File: src/rtl/copy_pkg.sv
// Shared types and constants for the copy DMA engine.
package copy_pkg;

   typedef enum logic [1:0] {
      S_IDLE = 2'd0,
      S_RD   = 2'd1,
      S_CHK  = 2'd2,
      S_DONE = 2'd3
   } state_t;

   // Termination status codes reported on the status output.
   localparam logic [2:0] ST_NONE    = 3'd0;
   localparam logic [2:0] ST_SENT    = 3'd1;
   localparam logic [2:0] ST_LEN     = 3'd2;
   localparam logic [2:0] ST_SRC_END = 3'd3;
   localparam logic [2:0] ST_FULL    = 3'd4;
   localparam logic [2:0] ST_ERR     = 3'd5;
   localparam logic [2:0] ST_ABORT   = 3'd6;

   // Run modes.
   localparam logic MODE_SENT = 1'b0;
   localparam logic MODE_LEN  = 1'b1;

endpackage

File: src/rtl/copy_ptr.sv
// Loadable address pointer that refuses to wrap: incrementing from the last
// address leaves the pointer there and raises a sticky exhausted flag.
module copy_ptr #(
   parameter int ADDR_W = 12
) (
   input  logic              clk,
   input  logic              rst,
   input  logic              load,
   input  logic [ADDR_W-1:0] load_val,
   input  logic              inc,
   output logic [ADDR_W-1:0] ptr,
   output logic              at_last,
   output logic              exhausted
);

   logic [ADDR_W-1:0] ptr_q, ptr_d;
   logic              exh_q, exh_d;

   // Next pointer: load wins over increment; increment at the top saturates.
   always_comb begin
      // NOTE: defaults first so every path assigns every output -- no latch.
      ptr_d = ptr_q;
      exh_d = exh_q;
      if (load) begin
         ptr_d = load_val;
         exh_d = 1'b0;
      end else if (inc) begin
         if (ptr_q == '1) begin
            exh_d = 1'b1;
         end else begin
            ptr_d = ptr_q + ADDR_W'(1);
         end
      end
   end

   // Pointer and exhausted flag registers.
   always_ff @(posedge clk or negedge rst) begin
      // NOTE: non-blocking assignments for state so all flops update together.
      if (!rst) begin
         ptr_q <= '0;
         exh_q <= 1'b0;
      end else begin
         ptr_q <= ptr_d;
         exh_q <= exh_d;
      end
   end

   assign ptr       = ptr_q;
   assign at_last   = (ptr_q == '1);
   assign exhausted = exh_q;

endmodule

File: src/rtl/copy_dma.sv
// Start-triggered word copy engine: reads a source RAM, writes a destination
// RAM, terminates on sentinel/length/source end/destination full/parity/abort.
module copy_dma
   import copy_pkg::*;
#(
   parameter int               ADDR_W   = 12,
   parameter int               WIDTH    = 16,
   parameter logic [WIDTH-1:0] SENTINEL = '1,
   parameter int               ERR_W    = 8
) (
   input  logic              clk,
   input  logic              rst,
   input  logic              start,
   input  logic              abort,
   input  logic              mode,
   input  logic              stop_on_err,
   input  logic [ADDR_W-1:0] src_start,
   input  logic [ADDR_W-1:0] dst_start,
   input  logic [ADDR_W:0]   len,
   output logic              src_rd_en,
   output logic [ADDR_W-1:0] src_addr,
   input  logic [WIDTH-1:0]  src_rd_data,
   input  logic              src_rd_par,
   output logic              dst_wr_en,
   output logic [ADDR_W-1:0] dst_addr,
   output logic [WIDTH-1:0]  dst_wr_data,
   output logic              busy,
   output logic              done,
   output logic [2:0]        status,
   output logic [ADDR_W:0]   word_cnt,
   output logic [ERR_W-1:0]  err_cnt
);

   state_t            state_q, state_d;
   logic              mode_q, mode_d;
   logic              soe_q, soe_d;
   logic [ADDR_W:0]   len_q, len_d;
   logic [2:0]        status_q, status_d;
   logic [ADDR_W:0]   wc_q, wc_d;
   logic [ERR_W-1:0]  ec_q, ec_d;

   logic              ptr_load, src_inc, dst_inc;
   logic [ADDR_W-1:0] src_ptr, dst_ptr;
   logic              src_at_last, src_exh, dst_at_last, dst_exh;
   logic              par_err, cont;
   logic [ERR_W-1:0]  ec_inc;

   copy_ptr #(.ADDR_W(ADDR_W)) u_src_ptr (
      .clk(clk), .rst(rst), .load(ptr_load), .load_val(src_start), .inc(src_inc),
      .ptr(src_ptr), .at_last(src_at_last), .exhausted(src_exh)
   );

   copy_ptr #(.ADDR_W(ADDR_W)) u_dst_ptr (
      .clk(clk), .rst(rst), .load(ptr_load), .load_val(dst_start), .inc(dst_inc),
      .ptr(dst_ptr), .at_last(dst_at_last), .exhausted(dst_exh)
   );

   // The source never steps past its last address and the destination stops on
   // its exhausted flag, so these two pointer flags have no consumer here.
   logic unused_ptr_flags;
   assign unused_ptr_flags = src_exh ^ dst_at_last;

   // Even parity over data plus parity bit; any odd count is an error.
   assign par_err = ^{src_rd_data, src_rd_par};
   assign ec_inc  = (ec_q == '1) ? ec_q : ec_q + ERR_W'(1);

   // Next-state, counters and memory strobes.
   always_comb begin
      state_d   = state_q;
      mode_d    = mode_q;
      soe_d     = soe_q;
      len_d     = len_q;
      status_d  = status_q;
      wc_d      = wc_q;
      ec_d      = ec_q;
      ptr_load  = 1'b0;
      src_inc   = 1'b0;
      dst_inc   = 1'b0;
      src_rd_en = 1'b0;
      dst_wr_en = 1'b0;
      cont      = 1'b0;
      unique case (state_q)
         S_IDLE: begin
            if (start) begin
               mode_d   = mode;
               soe_d    = stop_on_err;
               len_d    = len;
               ptr_load = 1'b1;
               status_d = ST_NONE;
               wc_d     = '0;
               ec_d     = '0;
               if (mode == MODE_LEN && len == '0) begin
                  status_d = ST_LEN;
                  state_d  = S_DONE;
               end else begin
                  state_d  = S_RD;
               end
            end
         end
         S_RD: begin
            if (abort) begin
               status_d = ST_ABORT;
               state_d  = S_DONE;
            end else begin
               src_rd_en = 1'b1;
               state_d   = S_CHK;
            end
         end
         S_CHK: begin
            if (abort) begin
               status_d = ST_ABORT;
               state_d  = S_DONE;
            end else if (par_err && soe_q) begin
               ec_d     = ec_inc;
               status_d = ST_ERR;
               state_d  = S_DONE;
            end else if (par_err) begin
               ec_d = ec_inc;
               cont = 1'b1;
            end else if (mode_q == MODE_SENT && src_rd_data == SENTINEL) begin
               status_d = ST_SENT;
               state_d  = S_DONE;
            end else if (dst_exh) begin
               status_d = ST_FULL;
               state_d  = S_DONE;
            end else begin
               dst_wr_en = 1'b1;
               dst_inc   = 1'b1;
               wc_d      = wc_q + (ADDR_W + 1)'(1);
               cont      = 1'b1;
            end
            // Word consumed without terminating: decide whether to read another.
            if (cont) begin
               state_d = S_DONE;
               if (mode_q == MODE_LEN && wc_d == len_q) begin
                  status_d = ST_LEN;
               end else if (src_at_last) begin
                  status_d = ST_SRC_END;
               end else begin
                  src_inc = 1'b1;
                  state_d = S_RD;
               end
            end
         end
         S_DONE:  state_d = S_IDLE;
         default: state_d = S_IDLE;
      endcase
   end

   // Control state, latched run configuration and reported results.
   always_ff @(posedge clk or negedge rst) begin
      if (!rst) begin
         state_q  <= S_IDLE;
         mode_q   <= MODE_SENT;
         soe_q    <= 1'b0;
         len_q    <= '0;
         status_q <= ST_NONE;
         wc_q     <= '0;
         ec_q     <= '0;
      end else begin
         state_q  <= state_d;
         mode_q   <= mode_d;
         soe_q    <= soe_d;
         len_q    <= len_d;
         status_q <= status_d;
         wc_q     <= wc_d;
         ec_q     <= ec_d;
      end
   end

   assign src_addr    = src_ptr;
   assign dst_addr    = dst_ptr;
   assign dst_wr_data = dst_wr_en ? src_rd_data : '0;
   assign busy        = (state_q != S_IDLE);
   assign done        = (state_q == S_DONE);
   assign status      = status_q;
   assign word_cnt    = wc_q;
   assign err_cnt     = ec_q;

endmodule

File: config.mk
export PLATFORM = sky130hd
export DESIGN_NAME = copy_dma
export DESIGN_NICKNAME = d
export VERILOG_FILES = /design/src/rtl/copy_pkg.sv /design/src/rtl/copy_ptr.sv /design/src/rtl/copy_dma.sv
export SDC_FILE = /design/constraint.sdc
export NUM_CORES = 1
export LEC_CHECK = 0
export ABC_AREA = 1
export CAP_MARGIN = 20
export CORE_UTILIZATION = 45
export DETAILED_ROUTE_END_ITERATION = 10
export PLACE_DENSITY_LB_ADDON = 0.12
export SLEW_MARGIN = 20
export SYNTH_ARGS = -nofsm -noshare
export SYNTH_HDL_FRONTEND = slang
export SYNTH_SLANG_ARGS = --single-unit
File: constraint.sdc
create_clock -name clk -period 2.74 [get_ports clk]
set_input_delay 0.274 -clock clk [delete_from_list [all_inputs] [get_ports clk]]
set_output_delay 0.274 -clock clk [all_outputs]
set_load 0.02 [all_outputs]
==> results of run 1 <==
-- worst max-delay path, delay by kind of cell (launching register included) --
family	cells	cell delay, ps
DFF	1	390
AOI/OAI and AO/OA	1	50
and+or+nand+nor	16	1890
adders and majority gates	1	160
-- worst min-delay path by stage --
stage               startpoint                to  slack, ps  cells past startpoint
floorplan                  rst        err_cnt[0]        -20                      0
global placement           rst  u_dst_ptr.ptr[0]        420                      1
detailed placement         rst  u_dst_ptr.ptr[0]        430                      1
CTS                        rst  u_dst_ptr.ptr[2]         50                      1
global route               rst  u_dst_ptr.ptr[2]        100                      1
finish                     rst  u_dst_ptr.ptr[2]         40                      1
-- flip-flops by register name (all words and copies together) (netlist names), 2 cells and up --
| signal | flops |
|---|---|
| len_q | 13 |
| u_src_ptr.ptr | 12 |
| err_cnt | 8 |
| u_dst_ptr.ptr | 12 |
| word_cnt | 13 |
| state_q | 2 |
| status | 3 |
-- per-stage QoR --
step	hold slack (ps)	instance area, um2	util	TNS (ps)	std cells
6_report	37.5	6970	0.678	0	1017
2_1_floorplan	-21.6	4750	-	0	707
3_5_place_dp	427	6420	0.624	-9910	993
4_1_cts	45.8	6660	0.648	0	1009
5_1_grt	99.8	6970	0.678	-86.5	1017
3_3_place_gp	423	6420	0.624	-6500	993
-- repair_timing --
item | in CTS | in global routing
buffers inserted | 0 | 5
pin swaps | 0 | 12
gates resized for setup | 22 | 77
gates cloned | 0 | 3
hold buffers | 0 | 0
setup endpoints to repair | 30 | 42
-- layout by cell type, fill, tap and decap left out, types with 5 or more instances in the layout --
cell and count:
nand2_1 162, inv_1 120, clkdlybuf4s50_1 92, nor2_1 66, dfrtp_1 66, nand3_1 47
buf_4 42, o21ai_0 40, nand2_2 26, dlymetal6s2s_1 17, nor3_1 15, o21ai_2 13
nor2_2 12, o22ai_1 12, a21oi_1 11, inv_2 10, clkbuf_8 10, nand4_1 9
nand3_2 8, ha_1 8, xor2_1 7, a31oi_1 7, dlygate4sd2_1 7, clkdlybuf4s15_1 6
o211ai_1 5
-- cell families after synthesis --
logic type	share of synthesized area
flops	0.347
simple gates	0.351
xor+xnor	0.0203
buf+inv	0.126
compound gates	0.132
fa+ha+maj	0.0237
-- per-layer routing --
metal / routed length (um) / part of all wire / track usage / up-vias
li1: - / - / - / 2608
met1: 5960 / 0.42 / 0.311 / 2457
met2: 7170 / 0.51 / 0.446 / 163
met3: 676 / 0.048 / 0.0443 / 34
met4: 384 / 0.027 / 0.0996 / 0
met5: 0 / 0 / 0 / -
-- report_power, final --
part           internal [uW]  switching, uW  leakage, uW
combinational           1600           2210      0.00250
sequential              1370            371     0.000847
clock                    633            403     0.000127
total                   3600           2980      0.00347
-- area by class of cell --
type / instances / share of cell area
Clock buffer: 10 / 0.0197
Clock inverter: 6 / 0.0162
Inverter: 131 / 0.0705
Multi-Input combinational cell: 495 / 0.393
Sequential cell: 66 / 0.237
Tap cell: 136 / 0.0244
Timing Repair Buffer: 173 / 0.239
==> results.ini, run 1 <==
[placed_design]
io_buffers=127
place_ws_ps=-380
dp_hpwl_mm=10.4
gp_congestion=0.893

[detailed_routing]
wl_per_cell_um=14.0
drtIter0Drc=198
avgViaCountPerCell=5.17
routed_wl_mm=14.2
dr.pass1.iters=4
antenna_left=0
vias=5262
drc=0

[flow_run]
maxCapViolations=0

[power]
p_leak_uw=0.00347
p_per_area_nw_per_um2=944
finalPower_uw=6580
max-vdd-ir-drop_v=0.000524

[timing]
setup_slack_ps=116
relSlewSlack=0.428
hold_violations=0
finClkSkew_ps=12.5
worstMarginPinSlew_ps=857
fin_crit_sh=0.958
finalCriticalPeriod_ps=2620
finalSetupViolCount=0
finalMaxSlewViolations=0
max_freq_mhz=381

[worst_setup_path]
crit_path_top_delay_cell=dfrtp_1
r2r_start=word_cnt[1]
path_common_cell=nand2_2
path_cells=ha_4 -> nand3_2 -> nor4_2 -> nand2_1 -> nor2_4 -> nand3_2 -> nand2_2 -> nand2_2 -> nand2_2 -> nand2_1 -> nor2_1 -> nand2_1 -> nor2_4 -> nand2_2 -> nand3_4 -> nand2_8 -> nand2_4 -> o21ai_2
crit_path_max_fanout=7
startpoint=word_cnt[1]
worstPathArrival_ps=2860
cp-start-kind=flip-flop
critPathMaxStageDelay_ps=390
crit_type=reg -> reg
rr_worst_depth=18
required_ps=2980
endpoint=u_src_ptr.ptr[10]
end_kind=flip-flop
rrSetupSlack_ps=120
reg2reg_to=u_src_ptr.ptr[10]

[global_routing]
antenna_found_initial=0
grt_pass1_vias=5054
grt_overflow=0
grt_pass1_wl_mm=22.9
grt_max_degree=44
grt_usage=0.255

[yosys]
syn-instance-count=707
synthTopCellsByCount=176 x nand2_1, 121 x inv_1, 72 x nor2_1
synth_cell_type_count=39
synth_area_um2=4750
ys_seq_elements=66
netlist_top_cells_area=dfrtp_1 35%, nand2_1 14%, inv_1 9.6%
synth_most_common_cell=nand2_1
seq_area_frac_synth=0.347
synth_fp_nets=776
async_flop_share=1.00
synth.avg_cell_area_um2=6.72
synth-main-ff-cell=dfrtp_1
yosysTopAreaCellShare=0.347
yosysWarnings=0
yosysTopAreaCell=dfrtp_1
synth_edf_count=0

[floorplanning]
die_area_um2=11000
die_x_um=105
io_pins=128
placementRows=37
start_util=0.463
die_h_um=105
core_area_um2=10300

[cts]
cts_buffers=9
clk_path_buf_depth=2
clkTransAtPathRegs_ps=80
cts_sinks=66
clock_latency_ps=350
cts_tree=yes
cts_root_buf=clkbuf_8
htreeDepth=3

[layout]
final_net_count=945
seqCellArea_um2=1650
drive_above_1_share=0.183
insertedDiodeCount=0
num-fill-cells=901
multi_input_area_um2=2740
syn2layout_area_growth_pct=46.7

[outcome]
outcome=finished, final reports clean

[hold_path]
hp-class=in -> async

Note: power is estimated with default switching activity, not from simulation.
==> run 2, diff against run 1 <==
--- a/config.mk
+++ b/config.mk
@@ -10,7 +10,8 @@
 export CORE_UTILIZATION = 45
 export DETAILED_ROUTE_END_ITERATION = 10
 export PLACE_DENSITY_LB_ADDON = 0.12
-export SLEW_MARGIN = 20
+export REMOVE_ABC_BUFFERS = 1
+export SLEW_MARGIN = 10
 export SYNTH_ARGS = -nofsm -noshare
 export SYNTH_HDL_FRONTEND = slang
 export SYNTH_SLANG_ARGS = --single-unit
==> results.ini, run 2 (synthesized netlist as in run 1, its figures left out) <==
[outcome]
outcome=complete, but fails checks
violations=design-rule violations

[layout]
insertedDiodeCount=0  ; unchanged
final_cell_mix=159 x nand2_1, 120 x inv_1, 92 x clkdlybuf4s50_1
num-fill-cells=901  ; unchanged
multi_input_area_um2=2740  ; -0.27%
seqCellArea_um2=1650  ; unchanged
utilization=0.689  ; +0.0111
layout_commonest_cell=nand2_1
syn2layout_area_growth_pct=49.1
final_net_count=955  ; +1.1%
drive_above_1_share=0.190  ; +0.00693
final_area_um2=7090  ; +1.6%

[timing]
fin_crit_sh=0.938  ; -0.0199
finalSetupViolCount=0  ; unchanged
finalCriticalPeriod_ps=2570  ; -54.6 ps
relSlewSlack=0.531  ; +0.103
hold_violations=0  ; unchanged
finClkSkew_ps=15.8  ; +3.28 ps
max_freq_mhz=389  ; +2.1%
worstMarginPinSlew_ps=704  ; -154 ps
finalMaxSlewViolations=0  ; unchanged

[floorplanning]
start_util=0.463  ; unchanged
die_x_um=105  ; unchanged
io_pins=128  ; unchanged
die_h_um=105  ; unchanged
core_area_um2=10300  ; unchanged
die_area_um2=11000  ; unchanged
placementRows=37  ; unchanged

[placed_design]
io_buffers=127  ; unchanged
placed_cell_area_um2=6500  ; +1.4%
gp_congestion=0.884  ; -1.1%
dp_hpwl_mm=10.3  ; -0.73%

[power]
max-vdd-ir-drop_v=0.000570  ; +8.8%
p_sw_frac=0.456  ; +0.00268
p_per_area_nw_per_um2=944  ; about the same
p_leak_uw=0.00354  ; +1.9%
p_sw_uw=3050  ; +2.3%
clkPwrFrac=0.157  ; about the same
comb_power_share=0.588  ; +0.010
seqPwrFrac=0.255  ; -0.009
internal-power_uw=3640  ; +1.2%

[detailed_routing]
drtIter0Drc=238  ; +20%
avgViaCountPerCell=5.12  ; -1.0%
wl_per_cell_um=13.9  ; about the same
dr.pass1.iters=8  ; +4
vias=5259  ; -0.057%
antenna_left=0  ; unchanged
routed_wl_mm=14.3  ; +0.89%
drc=4  ; +4

[worst_setup_path]
worstPathArrival_ps=2810  ; -50 ps
rrSetupSlack_ps=170  ; +50 ps
end_kind=flip-flop
rr_worst_depth=18  ; unchanged
crit_path_max_fanout=6  ; -1
reg2reg_to=u_src_ptr.ptr[1]
r2r_start=word_cnt[1]
cp-start-kind=flip-flop
critPathMaxStageDelay_ps=360  ; -30 ps
path_cells=buf_4 -> nand3_4 -> nor4_4 -> nand2_2 -> nor3_4 -> nand2_2 -> nand2_2 -> nand2_1 -> nand2_1 -> nand2_1 -> nor2_2 -> nand2_1 -> nor2_2 -> nand2_2 -> nand3_4 -> nand2_8 -> nand2_4 -> o21ai_2
crit_type=reg -> reg
crit_path_top_delay_cell=dfrtp_1
required_ps=2980  ; about the same

[flow_run]
maxCapViolations=0  ; unchanged

[hold_path]
worstHoldStart=dst_start[5]
hp-class=in -> reg
hold_depth=3
hold-path-endpoint=u_dst_ptr.ptr[5]

[global_routing]
grt_pass1_vias=4980  ; -1.5%
antenna_found_initial=0  ; unchanged
grt_overflow=0  ; unchanged
grt_usage=0.255  ; about the same
grt_pass1_wl_mm=22.8  ; about the same
grt_max_degree=44  ; unchanged

[cts]
clkTransAtPathRegs_ps=80  ; about the same
cts_tree=yes
cts_sinks=66  ; unchanged
cts_root_buf=clkbuf_8
clk_path_buf_depth=2  ; unchanged
htreeDepth=3  ; unchanged
clock_latency_ps=350  ; about the same
cts_buffers=9  ; unchanged

==> run 2: final cells by class <==
cell class / instances / share of cell area
Inverter: 131 / 0.0698
Tap cell: 136 / 0.0240
Multi-Input combinational cell: 495 / 0.386
Clock buffer: 10 / 0.0194
Clock inverter: 6 / 0.0159
Sequential cell: 66 / 0.233
Timing Repair Buffer: 183 / 0.252
==> run 2: how the worst max path moves through the flow <==
stage                          startpoint               end  slack (ps)  cells past startpoint
final                         word_cnt[1]  u_src_ptr.ptr[1]         170                     18
after global routing          word_cnt[0]  u_src_ptr.ptr[1]          -7                     18
after CTS                  src_rd_data[3]   dst_wr_data[13]         0.2                     16
after detailed placement  src_rd_data[11]  u_src_ptr.ptr[2]        -350                     25
after global placement    src_rd_data[10]  u_src_ptr.ptr[0]        -290                     19
after floorplan                state_q[0]        err_cnt[7]        -390                     13
==> run 2: worst max-delay path: cells and delay by family, from the launching register on <==
| family | cells | cell delay (ps) |
|---|---|---|
| compound gates | 1 | 50 |
| buf+inv | 1 | 150 |
| flops | 1 | 360 |
| simple gates | 16 | 1920 |
==> run 2: stage by stage <==
step                setup WS [ps]  std cells  hold slack, ps  setup TNS (ps)  power, uW
floorplan                    -392        689           -21.6           -3160       3800
global placement             -294       1003             368           -9200       5250
detailed placement           -349       1003             367          -11040       5350
CTS                         0.230       1020             479               0       6420
global route                -6.66       1027             493           -6.66       7140
finish                        170       1027             486               0       6690
==> run 2: per-layer routing <==
layer | share of wire | wire length (um) | track usage
met5 | 0 | 0 | 0
met4 | 0.013 | 193 | 0.0674
met3 | 0.052 | 743 | 0.0530
met2 | 0.51 | 7330 | 0.441
met1 | 0.42 | 6060 | 0.322
==> run 2: power by group through the flow <==
| stage | Sequential (uW) | Combinational, uW | Clock, uW |
|---|---|---|---|
| after global placement | 1710 | 3550 | 0 |
| after floorplan | 1980 | 1810 | 0 |
| after detailed placement | 1720 | 3640 | 0 |
| after global routing | 1760 | 4280 | 1100 |
| after CTS | 1710 | 3650 | 1060 |
| final | 1710 | 3930 | 1050 |
==> run 2: what timing repair did <==
| action | in CTS | in global routing |
|---|---|---|
| hold endpoints to repair | 22 | 0 |
| setup endpoints to repair | 29 | 43 |
| hold buffers | 1 | 0 |
| pin swaps | 0 | 14 |
| gates resized for setup | 25 | 74 |
| setup buffers | 0 | 3 |
| gates cloned | 0 | 4 |
